[src/rtl/commit_controller_pkg.sv]
// Shared types and tag arithmetic for the in-order commit controller.
package commit_controller_pkg;

    // Retirement sequencer states.
    typedef enum logic [1:0] {
        RUN     = 2'd0,
        ST_WAIT = 2'd1,
        FLUSH   = 2'd2
    } commit_state_t;

    // Modulo ROB tag addition. The ROB depth need not be a power of two, so the
    // wrap is done by compare-and-subtract. Requires tag < size and n <= size.
    function automatic int unsigned rob_tag_add(input int unsigned tag,
                                                input int unsigned n,
                                                input int unsigned size);
        int unsigned sum;
        sum = tag + n;
        if (sum >= size) begin
            sum = sum - size;
        end
        return sum;
    endfunction

endpackage

[src/rtl/commit_controller_if.sv]
// ROB / LSQ / flush signal bundle for the commit controller.
// Optional macro COMMIT_CTRL_PERF_EN adds the performance counter outputs.
interface commit_controller_if #(
    parameter int unsigned SIZE         = 15,
    parameter int unsigned COMMIT_WIDTH = 4
);
    localparam int unsigned TAG_W = $clog2(SIZE);
    localparam int unsigned CNT_W = $clog2(COMMIT_WIDTH + 1);

    logic [TAG_W:0]           rob_count;
    logic [SIZE-1:0]          rob_rdy;
    logic [SIZE-1:0]          rob_is_store;
    logic [SIZE-1:0]          rob_mispred;
    logic [SIZE-1:0][31:0]    rob_target;
    logic                     st_commit_ack;
    logic                     commit;
    logic [CNT_W-1:0]         num_deq;
    logic [TAG_W-1:0]         front_tag;
    logic                     st_commit_req;
    logic                     flush_valid;
    logic [31:0]              flush_pc;
`ifdef COMMIT_CTRL_PERF_EN
    logic [31:0]              perf_retired;
    logic [31:0]              perf_flushes;
    logic [31:0]              perf_st_stall;
`endif

    // ROB/LSQ side.
    modport master (
        output rob_count, rob_rdy, rob_is_store, rob_mispred, rob_target, st_commit_ack,
`ifdef COMMIT_CTRL_PERF_EN
        input  perf_retired, perf_flushes, perf_st_stall,
`endif
        input  commit, num_deq, front_tag, st_commit_req, flush_valid, flush_pc
    );

    // Commit controller side.
    modport slave (
        input  rob_count, rob_rdy, rob_is_store, rob_mispred, rob_target, st_commit_ack,
`ifdef COMMIT_CTRL_PERF_EN
        output perf_retired, perf_flushes, perf_st_stall,
`endif
        output commit, num_deq, front_tag, st_commit_req, flush_valid, flush_pc
    );

endinterface

[src/rtl/commit_controller_window_scan.sv]
// Combinational priority scan of the retirement window starting at the ROB head.
module commit_window_scan
    import commit_controller_pkg::*;
#(
    parameter int unsigned SIZE         = 15,
    parameter int unsigned COMMIT_WIDTH = 4,
    localparam int unsigned TAG_W = $clog2(SIZE),
    localparam int unsigned CNT_W = $clog2(COMMIT_WIDTH + 1)
) (
    input  logic [TAG_W-1:0] front_tag,
    input  logic [TAG_W:0]   rob_count,
    input  logic [SIZE-1:0]  rob_rdy,
    input  logic [SIZE-1:0]  rob_is_store,
    input  logic [SIZE-1:0]  rob_mispred,
    output logic [CNT_W-1:0] n,
    output logic             store_at_head,
    output logic             mispred_hit,
    output logic [CNT_W-1:0] mispred_k
);

    // Count leading retirable entries; a store or a mispredict closes the group.
    always_comb begin
        logic             stop;
        logic [TAG_W-1:0] slot;
        n             = '0;
        store_at_head = 1'b0;
        mispred_hit   = 1'b0;
        mispred_k     = '0;
        stop          = 1'b0;
        slot          = '0;
        for (int unsigned k = 0; k < COMMIT_WIDTH; k++) begin
            if (!stop) begin
                slot = TAG_W'(rob_tag_add(32'(front_tag), k, SIZE));
                if (k < 32'(rob_count) && rob_rdy[slot]) begin
                    if (rob_is_store[slot]) begin
                        // Stores retire alone through the LSQ handshake.
                        store_at_head = (k == 0);
                        stop          = 1'b1;
                    end else begin
                        n = n + CNT_W'(1);
                        if (rob_mispred[slot]) begin
                            mispred_hit = 1'b1;
                            mispred_k   = CNT_W'(k);
                            stop        = 1'b1;
                        end
                    end
                end else begin
                    stop = 1'b1;
                end
            end
        end
    end

endmodule

[src/rtl/commit_controller.sv]
// In-order retirement sequencer: retires ready ROB entries, serialises stores
// through the LSQ, and turns a mispredicted branch into a one-cycle flush.
// Optional macro COMMIT_CTRL_PERF_EN adds saturating performance counters.
module commit_controller
    import commit_controller_pkg::*;
#(
    parameter int unsigned SIZE         = 15,
    parameter int unsigned COMMIT_WIDTH = 4
) (
    input logic                clk,
    input logic                rst,
    commit_controller_if.slave bus
);

    localparam int unsigned TAG_W = $clog2(SIZE);
    localparam int unsigned CNT_W = $clog2(COMMIT_WIDTH + 1);

    commit_state_t    state_q, state_d;
    logic [TAG_W-1:0] front_tag_q, front_tag_d;
    logic [31:0]      target_q, target_d;

    logic [CNT_W-1:0] scan_n;
    logic             store_at_head;
    logic             mispred_hit;
    logic [CNT_W-1:0] mispred_k;
    logic [TAG_W-1:0] mispred_slot;

    logic             commit;
    logic [CNT_W-1:0] num_deq;
    logic             st_commit_req;
    logic             flush_valid;
    logic [31:0]      flush_pc;

    commit_window_scan #(
        .SIZE         (SIZE),
        .COMMIT_WIDTH (COMMIT_WIDTH)
    ) u_scan (
        .front_tag     (front_tag_q),
        .rob_count     (bus.rob_count),
        .rob_rdy       (bus.rob_rdy),
        .rob_is_store  (bus.rob_is_store),
        .rob_mispred   (bus.rob_mispred),
        .n             (scan_n),
        .store_at_head (store_at_head),
        .mispred_hit   (mispred_hit),
        .mispred_k     (mispred_k)
    );

    assign mispred_slot = TAG_W'(rob_tag_add(32'(front_tag_q), 32'(mispred_k), SIZE));

    // State, head pointer and redirect target registers.
    always_ff @(posedge clk or posedge rst) begin
        if (rst) begin
            state_q     <= RUN;
            front_tag_q <= '0;
            target_q    <= '0;
        end else begin
            state_q     <= state_d;
            front_tag_q <= front_tag_d;
            target_q    <= target_d;
        end
    end

    // Next-state and output decode.
    always_comb begin
        state_d       = state_q;
        front_tag_d   = front_tag_q;
        target_d      = target_q;
        commit        = 1'b0;
        num_deq       = '0;
        st_commit_req = 1'b0;
        flush_valid   = 1'b0;
        flush_pc      = '0;
        unique case (state_q)
            RUN: begin
                if (store_at_head) begin
                    st_commit_req = 1'b1;
                    state_d       = ST_WAIT;
                end else if (scan_n != '0) begin
                    commit      = 1'b1;
                    num_deq     = scan_n;
                    front_tag_d = TAG_W'(rob_tag_add(32'(front_tag_q), 32'(scan_n), SIZE));
                    if (mispred_hit) begin
                        target_d = bus.rob_target[mispred_slot];
                        state_d  = FLUSH;
                    end
                end
            end
            ST_WAIT: begin
                st_commit_req = 1'b1;
                if (bus.st_commit_ack) begin
                    commit      = 1'b1;
                    num_deq     = CNT_W'(1);
                    front_tag_d = TAG_W'(rob_tag_add(32'(front_tag_q), 1, SIZE));
                    state_d     = RUN;
                end
            end
            FLUSH: begin
                flush_valid = 1'b1;
                flush_pc    = target_q;
                front_tag_d = '0;
                state_d     = RUN;
            end
            default: state_d = RUN;
        endcase
    end

    assign bus.commit        = commit;
    assign bus.num_deq       = num_deq;
    assign bus.front_tag     = front_tag_q;
    assign bus.st_commit_req = st_commit_req;
    assign bus.flush_valid   = flush_valid;
    assign bus.flush_pc      = flush_pc;

`ifdef COMMIT_CTRL_PERF_EN
    logic [31:0] perf_retired_q, perf_flushes_q, perf_st_stall_q;

    // Saturating retirement, flush and store-stall counters.
    always_ff @(posedge clk or posedge rst) begin
        if (rst) begin
            perf_retired_q  <= '0;
            perf_flushes_q  <= '0;
            perf_st_stall_q <= '0;
        end else begin
            if ((32'hFFFF_FFFF - perf_retired_q) >= 32'(num_deq)) begin
                perf_retired_q <= perf_retired_q + 32'(num_deq);
            end else begin
                perf_retired_q <= 32'hFFFF_FFFF;
            end
            if (flush_valid && perf_flushes_q != 32'hFFFF_FFFF) begin
                perf_flushes_q <= perf_flushes_q + 32'd1;
            end
            if (state_q == ST_WAIT && !bus.st_commit_ack && perf_st_stall_q != 32'hFFFF_FFFF) begin
                perf_st_stall_q <= perf_st_stall_q + 32'd1;
            end
        end
    end

    assign bus.perf_retired  = perf_retired_q;
    assign bus.perf_flushes  = perf_flushes_q;
    assign bus.perf_st_stall = perf_st_stall_q;
`endif

endmodule

[src/flat_wrapper.sv]
// flat-port wrapper written by rule: the top's interface ports become plain ports
module commit_controller_flat import commit_controller_pkg::*;
#(
    parameter int unsigned SIZE         = 15,
    parameter int unsigned COMMIT_WIDTH = 4
)
  (clk, rst, bus_rob_count, bus_rob_rdy, bus_rob_is_store, bus_rob_mispred, bus_rob_target, bus_st_commit_ack, bus_commit, bus_num_deq, bus_front_tag, bus_st_commit_req, bus_flush_valid, bus_flush_pc);
  commit_controller_if #(.SIZE(SIZE), .COMMIT_WIDTH(COMMIT_WIDTH)) bus_i ();
  input logic clk;
  input logic rst;
  input wire logic [$bits(bus_i.rob_count)-1:0] bus_rob_count;
  input wire logic [$bits(bus_i.rob_rdy)-1:0] bus_rob_rdy;
  input wire logic [$bits(bus_i.rob_is_store)-1:0] bus_rob_is_store;
  input wire logic [$bits(bus_i.rob_mispred)-1:0] bus_rob_mispred;
  input wire logic [$bits(bus_i.rob_target)-1:0] bus_rob_target;
  input wire logic [$bits(bus_i.st_commit_ack)-1:0] bus_st_commit_ack;
  output wire logic [$bits(bus_i.commit)-1:0] bus_commit;
  output wire logic [$bits(bus_i.num_deq)-1:0] bus_num_deq;
  output wire logic [$bits(bus_i.front_tag)-1:0] bus_front_tag;
  output wire logic [$bits(bus_i.st_commit_req)-1:0] bus_st_commit_req;
  output wire logic [$bits(bus_i.flush_valid)-1:0] bus_flush_valid;
  output wire logic [$bits(bus_i.flush_pc)-1:0] bus_flush_pc;
  assign bus_i.rob_count = bus_rob_count;
  assign bus_i.rob_rdy = bus_rob_rdy;
  assign bus_i.rob_is_store = bus_rob_is_store;
  assign bus_i.rob_mispred = bus_rob_mispred;
  assign bus_i.rob_target = bus_rob_target;
  assign bus_i.st_commit_ack = bus_st_commit_ack;
  assign bus_commit = bus_i.commit;
  assign bus_num_deq = bus_i.num_deq;
  assign bus_front_tag = bus_i.front_tag;
  assign bus_st_commit_req = bus_i.st_commit_req;
  assign bus_flush_valid = bus_i.flush_valid;
  assign bus_flush_pc = bus_i.flush_pc;
  commit_controller #(.SIZE(SIZE), .COMMIT_WIDTH(COMMIT_WIDTH)) u_core (.clk(clk), .rst(rst), .bus(bus_i));
endmodule
[config.mk]
export PLATFORM = sky130hd
export DESIGN_NAME = commit_controller_flat
export DESIGN_NICKNAME = d
export VERILOG_FILES = /design/src/rtl/commit_controller_pkg.sv /design/src/rtl/commit_controller_if.sv /design/src/rtl/commit_controller_window_scan.sv /design/src/rtl/commit_controller.sv /design/src/flat_wrapper.sv
export SDC_FILE = /design/constraint.sdc
export NUM_CORES = 1
export LEC_CHECK = 0
export CAP_MARGIN = 0
export CORE_AREA = 4 4 223 225
export DETAILED_ROUTE_END_ITERATION = 8
export DIE_AREA = 0 0 227 229
export SYNTH_ARGS = -nofsm -noshare
export SYNTH_HDL_FRONTEND = slang
export SYNTH_HIERARCHICAL = 1
export SYNTH_SLANG_ARGS = --single-unit
[constraint.sdc]
create_clock -name clk -period 14.25 [get_ports clk]
set_clock_uncertainty 0.15 [all_clocks]
set_input_delay 2.1375 -clock clk [delete_from_list [all_inputs] [get_ports clk]]
set_output_delay 2.1375 -clock clk [all_outputs]
set_load 0.005 [all_outputs]
==> summary.md <==
| Metric | Value |
|---|---|
| Status | `finished, final reports clean` |
| Layout net count | `2,455` |
| Worst slew margin | `0.134` |
| Die W | `227 um` |
| Net switching power | `2.00 mW` |
| Max cap viols | `0` |
| Tot GR Track Use | `0.283` |
| Die height | `229 um` |
| Reg2reg start | `u_core/bus.front_tag[0]$_DFFE_PP0P_` |
| Min Tclk post-route | `10.07 ns` |
| Final setup violation count | `0` |
| RSZ-0062 raised after global routing | `no` |
| WL/cell | `31.0 um` |
| Row count | `80` |
| Remaining antenna violation count | `0` |
| Fillers | `4,876` |
| Clock buffer depth | `2` |
| Die area | `52,000 um2` |
| Post-synthesis async set-or-reset flop share | `1.00` |
| Final Power | `3.43 mW` |
| Gate power share | `0.892` |
| Worst-skew pair later-pin latency | `0.31 ns` |
| GRT Residual Overflow | `0` |
| RR Endpoint | `u_core/target_q[23]$_DFFE_PP0P_` |
| Core box area | `47,500 um2` |
| XOR/XNOR share of the synthesized area | `0.0173` |
| CP Launch Type | `input port` |
| First-pass GRT wire length | `108,000 um` |
| Root Driver | `clkbuf_16` |
| Non-Filler Instances | `2,533` |
| Adder-Cell Fraction of Synth Area | `0.0292` |
| Mux contribution to synthesized area | `0.204` |
| Worst setup path startpoint | `bus_rob_is_store[1]` |
| Initial antenna violation count | `30` |
| Mean cell area of the mapped netlist | `7.73 um2` |
| Hold slack | `0.430 ns` |
| Multi-input gate area | `9340 um2` |
| Largest family of logic cells by synthesized area | `compound AO/OA/AOI/OAI gates` |
| Switch share | `0.583` |
| Worst-path fanout max | `53` |
| FF-to-FF setup slack | `4.36 ns` |
| Post-DP Area | `17,200 um2` |
| Top Ports | `575` |
| DP Wirelength | `62,400 um` |
| P per Cell Area | `197 nW/um2` |
| Post-Synth Simple-Gate Area | `0.196` |
| Clock power share | `0.049` |
| Routed WL | `78,500 um` |
| Max-slew violations | `0` |
| Via-to-Cell Ratio | `6.06` |
| Crit path kind | `input port to register` |
| End point of the critical path | `u_core/target_q[23]$_DFFE_PP0P_` |
| Final Cell Area | `17,400 um2` |
| CTS tree | `done` |
| Worst-path clk slew | `0.08 ns` |
| Ys Warns | `6` |
| Worst Path Required | `14.30 ns` |
| Fin crit share | `0.707` |
| Hold_buf cts | `0` |
| CTS sink count | `38` |
| Max Fclk | `99.3 MHz` |
| # H-tree levels | `2` |
| Setup TNS Final | `0 ns` |
| Worst slew pin tran | `1.30 ns` |
| Setup Fix Bufs, Post-CTS | `0` |
| Tightest Hold Check Type | `register to register` |
| Fin. Hold Viols | `0` |
| Syn Std Cell Area | `11,100 um2` |
| Static Leak | `6.36 nW` |
| RePlAce Congestion | `1.02` |
| Min-delay src | `u_core/state_q[1]$_DFFE_PP0P_` |
| Starting Density | `0.233` |
| Worst r2r path cells | `26` |
| Top FF cell, synth | `dfrtp_1` |
| Placed Cells | `2,507` |
| Synth Net Count | `1,988` |
| Routed via count | `15,300` |
| Pint | `1.43 mW` |
| DRC | `0` |
| FF/Latch Area | `953 um2` |
| Crit path DAT | `10.12 ns` |
| Synth unique cells | `103` |
| Layout area overhead | `57.1%` |
| Pin count of the biggest net entering global routing | `89` |
| Iter 0 DRT Violations | `1,914` |
| VDD IR max | `0.000110 V` |
| Seq cells post-synth | `38` |
| Layout cells sized above 1 | `0.0716` |
| Num CTS Buffers | `5` |
| EDFF count, synth | `0` |
| PortBufs | `574` |
| Drt first pass iters | `6` |
| Vias in the first global route | `14,700` |
| Synth Area in Compound Gates | `0.392` |
| Post-synthesis sequential area ratio | `0.0859` |
| CTS resizes | `0` |
| Mapped Cells | `1,432` |
| Crit end category | `register` |
| Seq pwr share | `0.059` |
[kinds of logic (layout without fill, tap and decap cells)]
group                      Yosys count  in the layout
adders and majority gates           25             25
AOI/OAI and AO/OA                  604            604
other                                1             19
muxes                              179            179
and+or+nand+nor                    396            396
buffers and inverters              174            642
xor gates and xnor gates            15             15
DFF                                 38             38
[layout make-up]
cell class,count,share of cell area
antenna,18,0.00259
sequential,38,0.0548
clock buffer,6,0.00798
inverter,29,0.00626
tap,615,0.0442
multi-input combinational,1220,0.537
timing repair buffer,605,0.344
clock inverter,2,0.00345
[metal layers]
layer | wire, um | up-vias | track usage
li1 | - | 6686 | -
met1 | 30900 | 7413 | 0.368
met2 | 36100 | 1065 | 0.457
met3 | 8730 | 159 | 0.0799
met4 | 2650 | 24 | 0.0849
met5 | 172 | - | 0
[cell usage in the layout, fill, tap and decap left out, drive strengths merged, types with 6 or more instances in the layout]
master / synthesis / final
o22ai: 73 / 73
or3: 10 / 10
buf: 53 / 31
nor3: 13 / 13
a21oi: 78 / 78
o22a: 61 / 61
ha: 21 / 21
o21ai: 100 / 100
dfrtp: 38 / 38
a211o: 36 / 36
diode: 0 / 18
and3: 46 / 46
a31oi: 21 / 21
a21o: 13 / 13
nor2b: 13 / 13
o31ai: 7 / 7
inv: 27 / 27
a22oi: 16 / 16
mux2i: 131 / 131
o211ai: 9 / 9
a221oi: 7 / 7
xnor2: 10 / 10
and2: 75 / 75
nor2: 40 / 40
nand4: 38 / 38
o311ai: 35 / 35
clkdlybuf4s50: 0 / 574
a21boi: 6 / 6
nand2: 89 / 89
nand2b: 12 / 12
mux4: 36 / 36
nand3: 37 / 37
clkbuf: 92 / 6
mux2: 12 / 12
a211oi: 77 / 77
[metrics by stage]
stage                     setup WS [ns]   util
after floorplan                    6.72      -
after global placement             4.19  0.361
after detailed placement           4.07  0.361
after CTS                          4.41  0.365
after global routing               3.86  0.366
final                              4.18  0.366
[worst min-delay path by stage]
stage                                                end  slack, ns  cells past startpoint
after CTS                  u_core/state_q[1]$_DFFE_PP0P_       0.43                      2
final                      u_core/state_q[1]$_DFFE_PP0P_       0.43                      2
after detailed placement   u_core/state_q[1]$_DFFE_PP0P_       0.42                      2
after global placement     u_core/state_q[1]$_DFFE_PP0P_       0.40                      2
after global routing       u_core/state_q[1]$_DFFE_PP0P_       0.48                      2
after floorplan           u_core/target_q[6]$_DFFE_PP0P_       0.36                      2
[power by group through the flow]
stage               clock (mW)  sequential (mW)  combinational (mW)
floorplan                    0            0.185                2.01
finish                   0.168            0.202                3.06
global route             0.174            0.206                3.23
global placement             0            0.203                2.96
detailed placement           0            0.202                2.97
CTS                      0.172            0.200                2.99
[synth_stat cells (11+ instances only)]
cell type | instances | area share
nand2_1 | 88 | 0.030
mux2i_1 | 131 | 0.12
ha_1 | 21 | 0.024
nor2_1 | 40 | 0.014
a211oi_1 | 76 | 0.052
o311ai_0 | 33 | 0.026
inv_1 | 26 | 0.0088
nor3_1 | 13 | 0.0059
and2_1 | 73 | 0.041
mux4_2 | 36 | 0.073
o22ai_1 | 72 | 0.041
nor2b_1 | 12 | 0.0068
o22a_1 | 61 | 0.048
mux2_2 | 11 | 0.011
nand3_1 | 34 | 0.015
nand2b_1 | 12 | 0.0068
a31oi_1 | 21 | 0.012
o21ai_0 | 98 | 0.044
a21oi_1 | 74 | 0.033
a21o_1 | 13 | 0.0088
nand4_1 | 38 | 0.021
buf_2 | 20 | 0.0090
dfrtp_1 | 38 | 0.086
a211o_1 | 36 | 0.028
and3_1 | 45 | 0.025
a22oi_1 | 15 | 0.010
clkbuf_1 | 91 | 0.031
[sequential cells by signal (all words and copies together) (netlist names)]
signal / flops
u_core/bus.front_tag: 4
u_core/target_q: 32
u_core/state_q: 2
[critical path: stages]
cell and delay (ns):
clkdlybuf4s50_1 0.55, mux4_2 0.50, a21oi_1 0.20, a211o_1 0.15, o311ai_0 0.17, or3_1 0.46
inv_1 0.12, nand3_1 0.11, or2_0 0.34, or2_1 0.31, o22ai_1 0.18, ha_2 0.27
fa_1 0.64, ha_1 0.37, a21oi_1 0.20, a2bb2oi_1 0.61, o31ai_4 0.10, buf_4 0.27
nand2_4 0.60, buf_4 0.78, mux4_2 0.41, and2_1 0.25, a211o_1 0.29
No activity file was read; power rests on OpenSTA's default activity.
